`src/rtl/ia_compressor.sv`:
```
// Output-side compressor: collects one dense channel vector per pixel, applies
// optional ReLU and packs the non-zero values with their channel indices.
module ia_compressor #(
    parameter int DATA_BW = 16,
    parameter int C_BW    = 5,
    parameter int CHANNEL = 32
) (
    input  logic                                i_clk,
    input  logic                                i_rst,
    input  logic                                i_start,
    input  logic                                i_relu,
    input  logic                                i_valid,
    output logic                                o_ready,
    input  logic signed [DATA_BW-1:0]           i_data,
    output logic                                o_valid,
    input  logic                                i_ready,
    output logic [CHANNEL-1:0][DATA_BW-1:0]     o_ia_data,
    output logic [CHANNEL-1:0][C_BW-1:0]        o_ia_c_idx,
    output logic [$clog2(CHANNEL):0]            o_ia_len,
    output logic                                o_busy
);

    localparam int LEN_BW = $clog2(CHANNEL) + 1;

    typedef enum logic [1:0] {
        S_IDLE    = 2'd0,
        S_COLLECT = 2'd1,
        S_DONE    = 2'd2
    } state_t;

    state_t                          state_q, state_d;
    logic [C_BW-1:0]                 ch_q, ch_d;
    logic [LEN_BW-1:0]               len_q, len_d;
    logic                            relu_q, relu_d;
    logic [CHANNEL-1:0][DATA_BW-1:0] data_q, data_d;
    logic [CHANNEL-1:0][C_BW-1:0]    idx_q, idx_d;
    logic                            ready_q, ready_d;
    logic                            valid_q, valid_d;
    logic                            busy_q, busy_d;
    logic signed [DATA_BW-1:0]       beat_s;

    // Next-state, slot packing and handshake decode for the collect FSM.
    always_comb begin
        state_d = state_q;
        ch_d    = ch_q;
        len_d   = len_q;
        relu_d  = relu_q;
        data_d  = data_q;
        idx_d   = idx_q;

        if (relu_q && i_data[DATA_BW-1]) begin
            beat_s = {DATA_BW{1'b0}};
        end else begin
            beat_s = i_data;
        end

        case (state_q)
            S_IDLE: begin
                if (i_start) begin
                    state_d = S_COLLECT;
                    ch_d    = {C_BW{1'b0}};
                    len_d   = {LEN_BW{1'b0}};
                    relu_d  = i_relu;
                    data_d  = '0;
                    idx_d   = '0;
                end else begin
                    state_d = S_IDLE;
                end
            end
            S_COLLECT: begin
                if (i_valid) begin
                    // Zeros still consume a channel index but take no slot.
                    if (beat_s != {DATA_BW{1'b0}}) begin
                        for (int k = 0; k < CHANNEL; k++) begin
                            if (LEN_BW'(k) == len_q) begin
                                data_d[k] = beat_s;
                                idx_d[k]  = ch_q;
                            end else begin
                                data_d[k] = data_q[k];
                                idx_d[k]  = idx_q[k];
                            end
                        end
                        len_d = len_q + LEN_BW'(1);
                    end else begin
                        len_d = len_q;
                    end
                    ch_d = ch_q + C_BW'(1);
                    if (ch_q == C_BW'(CHANNEL - 1)) begin
                        state_d = S_DONE;
                    end else begin
                        state_d = S_COLLECT;
                    end
                end else begin
                    state_d = S_COLLECT;
                end
            end
            S_DONE: begin
                if (i_ready) begin
                    state_d = S_IDLE;
                end else begin
                    state_d = S_DONE;
                end
            end
            default: begin
                state_d = S_IDLE;
            end
        endcase

        ready_d = (state_d == S_COLLECT);
        valid_d = (state_d == S_DONE);
        busy_d  = (state_d != S_IDLE);
    end

    // State, bundle and handshake registers with synchronous reset.
    always_ff @(posedge i_clk) begin
        if (i_rst) begin
            state_q <= S_IDLE;
            ch_q    <= {C_BW{1'b0}};
            len_q   <= {LEN_BW{1'b0}};
            relu_q  <= 1'b0;
            data_q  <= '0;
            idx_q   <= '0;
            ready_q <= 1'b0;
            valid_q <= 1'b0;
            busy_q  <= 1'b0;
        end else begin
            state_q <= state_d;
            ch_q    <= ch_d;
            len_q   <= len_d;
            relu_q  <= relu_d;
            data_q  <= data_d;
            idx_q   <= idx_d;
            ready_q <= ready_d;
            valid_q <= valid_d;
            busy_q  <= busy_d;
        end
    end

    assign o_ready    = ready_q;
    assign o_valid    = valid_q;
    assign o_busy     = busy_q;
    assign o_ia_len   = len_q;
    assign o_ia_data  = data_q;
    assign o_ia_c_idx = idx_q;

endmodule

```
`config.mk`:
```
export PLATFORM = sky130hd
export DESIGN_NAME = ia_compressor
export DESIGN_NICKNAME = d
export VERILOG_FILES = /design/src/rtl/ia_compressor.sv
export SDC_FILE = /design/constraint.sdc
export NUM_CORES = 1
export LEC_CHECK = 0
export CAP_MARGIN = 20
export CORE_AREA = 2 2 275 277
export CTS_CLUSTER_SIZE = 24
export DETAILED_ROUTE_END_ITERATION = 7
export DIE_AREA = 0 0 277 279
export GPL_TIMING_DRIVEN = 0
export SLEW_MARGIN = 20
export SYNTH_ARGS = -nofsm -noshare
export SYNTH_HDL_FRONTEND = slang
export SYNTH_SLANG_ARGS = --single-unit
```
`constraint.sdc`:
```
create_clock -name i_clk -period 6.1 [get_ports i_clk]
set_clock_uncertainty 0.15 [all_clocks]
set_input_delay 0.61 -clock i_clk [delete_from_list [all_inputs] [get_ports i_clk]]
set_output_delay 0.61 -clock i_clk [all_outputs]
set_load 0.03 [all_outputs]
```
==> flow_summary_export.csv <==
group,metric,value,unit
outcome,status,"finished clean",
global_routing,grt-ovfl-total,0,
synth,synth_cell_types,43,
worst_setup_path,r2r_cells,8,
place,dp_hpwl,80700,um
synth,yosys-top-cells-area,"dfxtp_1, mux2i_1, nand2_1",
floorplan,die_w,277,um
power,peakVddDrop,186,uV
drt,vias_per_cell,4.87,
cts,ctsHoldBuffers,0,
synth,synth.top_cell.area_share,54.3,%
cts,clk_latency,620,ps
worst_setup_path,r2r_setup_slack,2580,ps
drt,wirelength,107000,um
sta,fin_ws,2580,ps
synth,synthesis.instances,2432,
global_routing,grt_max_degree,14,
drt,wl_per_cell,25.2,um
sta,worst_hold_slack,211,ps
synth,synthTopCellsByCount,"nand2_1, dfxtp_1, mux2i_1",
sta,finalMaxSlewViolations,0,
min_path,hold_depth,3,
global_routing,antenna_found_initial,3,
place,routabilityCongestion,0.878,
synth,yosysWarningCount,0,
min_path,hold_start,"i_valid",
floorplan,start_util,34.3,%
layout,fill_cells,6800,
worst_setup_path,cp.arrival,3900,ps
sta,period_minus_slack,3520,ps
worst_setup_path,end_kind,"flop",
cts,cts_tree,"done",
cts,clkSlewWorstSetupHoldPaths,60,ps
worst_setup_path,crit_fanout,10,
synth,avgSynthCellArea,10.4,sq um
cts,cts.sinks,689,
floorplan,die-area,77300,sq um
synth,synth_ff_type,"dfxtp_1",
global_routing,grt_pass1_wl,152000,um
synth,ys_seq_elements,689,
power,power_density,285,nW/um^2
sta,rsz0062_at_grt,"false",
drt,drc,0,
sta,tns,0,ps
synth,synth.largest_area_cell,"dfxtp_1",
drt,routed.top_layer,"met4",
layout,finish.utilization,49.1,%
floorplan,rows,100,
flow_run,max-cap-violations,0,
sta,slew_headroom,22.2,%
sta,fmax,0.284,GHz
synth,synthArstFlopShare,0,%
floorplan,io_pins,703,
synth,synth_edf_count,0,
worst_setup_path,crit_type,"flop to flop",
synth,syn_nets,2460,
drt,drtIter0Drc,1155,
drt,met2_length,52500,um
cts,ctsLongestPathBuffers,3,
cts,cts_setup_buffers,0,
global_routing,grt_pass1_vias,21400,
floorplan,core_area,74100,sq um
worst_setup_path,required,6490,ps
cts,h-tree-depth,3,
sta,setup_violations,0,
worst_setup_path,critical_path.startpoint_type,"flop",
synth,ys_seq_area_share,54.3,%
min_path,hp-class,"input pin to flop",
sta,fin_crit_sh,57.6,%
layout,seq_area,13800,sq um
layout,multiInputGateArea,10500,sq um
worst_setup_path,reg2reg_from,"state_q[0]",
sta,hold_viol,0,
floorplan,die_h,279,um
place,port_buffers,701,
place,place_ws,1960,ps
cts,ctsResizeCount,0,
worst_setup_path,r2r-end,"o_ia_data[94]",
layout,fin_nets,3239,
layout,syn_to_final_growth,43.1,%
drt,final_antenna_net_count,0,
power,p_leak,14.5,nW
layout,post_route_cells_drive_above_1_share,6.91,%
synth,syn_area,25400,sq um
synth,yosysMostFrequentCell,"nand2_1",
sta,worst_pin_slew,1170,ps
drt,met3_length,8010,um
drt,vias,20700,
global_routing,gr-usage-all-layers,26.9,%
drt,wl_met1,42700,um
min_path,min_to,"o_ia_len[2]",
drt,first_pass_iters,5,
cts,cts-root-buf,"clkbuf_16",
cts,tritoncts.num_buffers,76,
==> routing by layer <==
layer  vias to the layer above  GRT usage [%]
met3                       156           7.91
li1                       9644              -
met5                         -              0
met4                         0           9.45
met2                       711           47.2
met1                     10100           30.9
==> cell families after synthesis <==
family | share of synthesized area, %
xor+xnor | 0.103
flops | 54.3
simple gates | 12.5
mux | 26.6
fa+ha+maj | 0.295
compound gates | 1.68
buf+inv | 4.50
==> stage by stage <==
| stage | area [sq um] | cells | total power [mW] |
|---|---|---|---|
| after floorplan | 25400 | 2432 | 5.15 |
| after global placement | 33600 | 4102 | 5.49 |
| after detailed placement | 33600 | 4102 | 5.50 |
| after CTS | 36400 | 4239 | 10.5 |
| after global routing | 36400 | 4239 | 10.7 |
| final | 36400 | 4240 | 10.4 |
==> area by class of cell <==
type                    count  share of cell area, %
diodes                      1                0.00688
plain buffers             224                   3.12
clock buffers             111                   6.26
clock inverters            26                   1.21
inverters                   4                 0.0413
multi-input cells        1515                   28.8
flip-flops and latches    689                   37.9
well taps                 969                   3.33
repair buffers            701                   19.3
==> critical path: stages, from the launching register on <==
cell and delay [ps]:
dfxtp_1 410, nor2b_1 150, clkbuf_1 360, and3_1 280, clkbuf_1 320, clkbuf_1 400
nand2_1 530, clkbuf_1 530, mux2i_1 280
==> cell usage in the layout, fill, tap and decap left out, types with 6 or more instances in the layout <==
cell / n
nor2_1: 13
bufinv_16: 9
o22ai_2: 6
clkbuf_8: 20
nand4_1: 8
dfxtp_1: 689
clkbuf_1: 160
buf_4: 24
clkdlybuf4s50_1: 701
nor3_1: 27
o22ai_4: 10
buf_2: 27
nand3_1: 13
clkbuf_16: 78
nand2_1: 703
buf_6: 22
nand3b_1: 8
ha_1: 6
clkinv_2: 8
mux2i_1: 674
==> state kept, by name, summed over array words and instances, names as in the netlist <==
signal	flops
o_ia_data	512
o_ia_c_idx	160
o_ia_len	6
ch_q	5
state_q	2
o_busy	1
o_ready	1
o_valid	1
relu_q	1
==> power by group <==
part / total (mW) / internal, mW / leakage [nW] / switching (mW)
clock: 4.96 / 2.99 / 1.33 / 1.97
combinational: 0.799 / 0.261 / 7.57 / 0.538
sequential: 4.60 / 4.56 / 5.56 / 0.0362
total: 10.4 / 7.82 / 14.5 / 2.54
==> how the worst max path moves through the flow <==
| stage | from | slack (ps) | end | cells past startpoint |
|---|---|---|---|---|
| final | state_q[0] | 2580 | o_ia_data[94] | 8 |
| after global routing | state_q[0] | 2400 | o_ia_data[94] | 8 |
| after CTS | state_q[0] | 2570 | o_ia_data[445] | 8 |
| after detailed placement | i_data[15] | 1960 | o_ia_data[445] | 8 |
| after global placement | i_data[15] | 1940 | o_ia_data[42] | 8 |
| after floorplan | i_data[10] | 3400 | o_ia_c_idx[10] | 7 |
(Power assumes the default switching activity.)
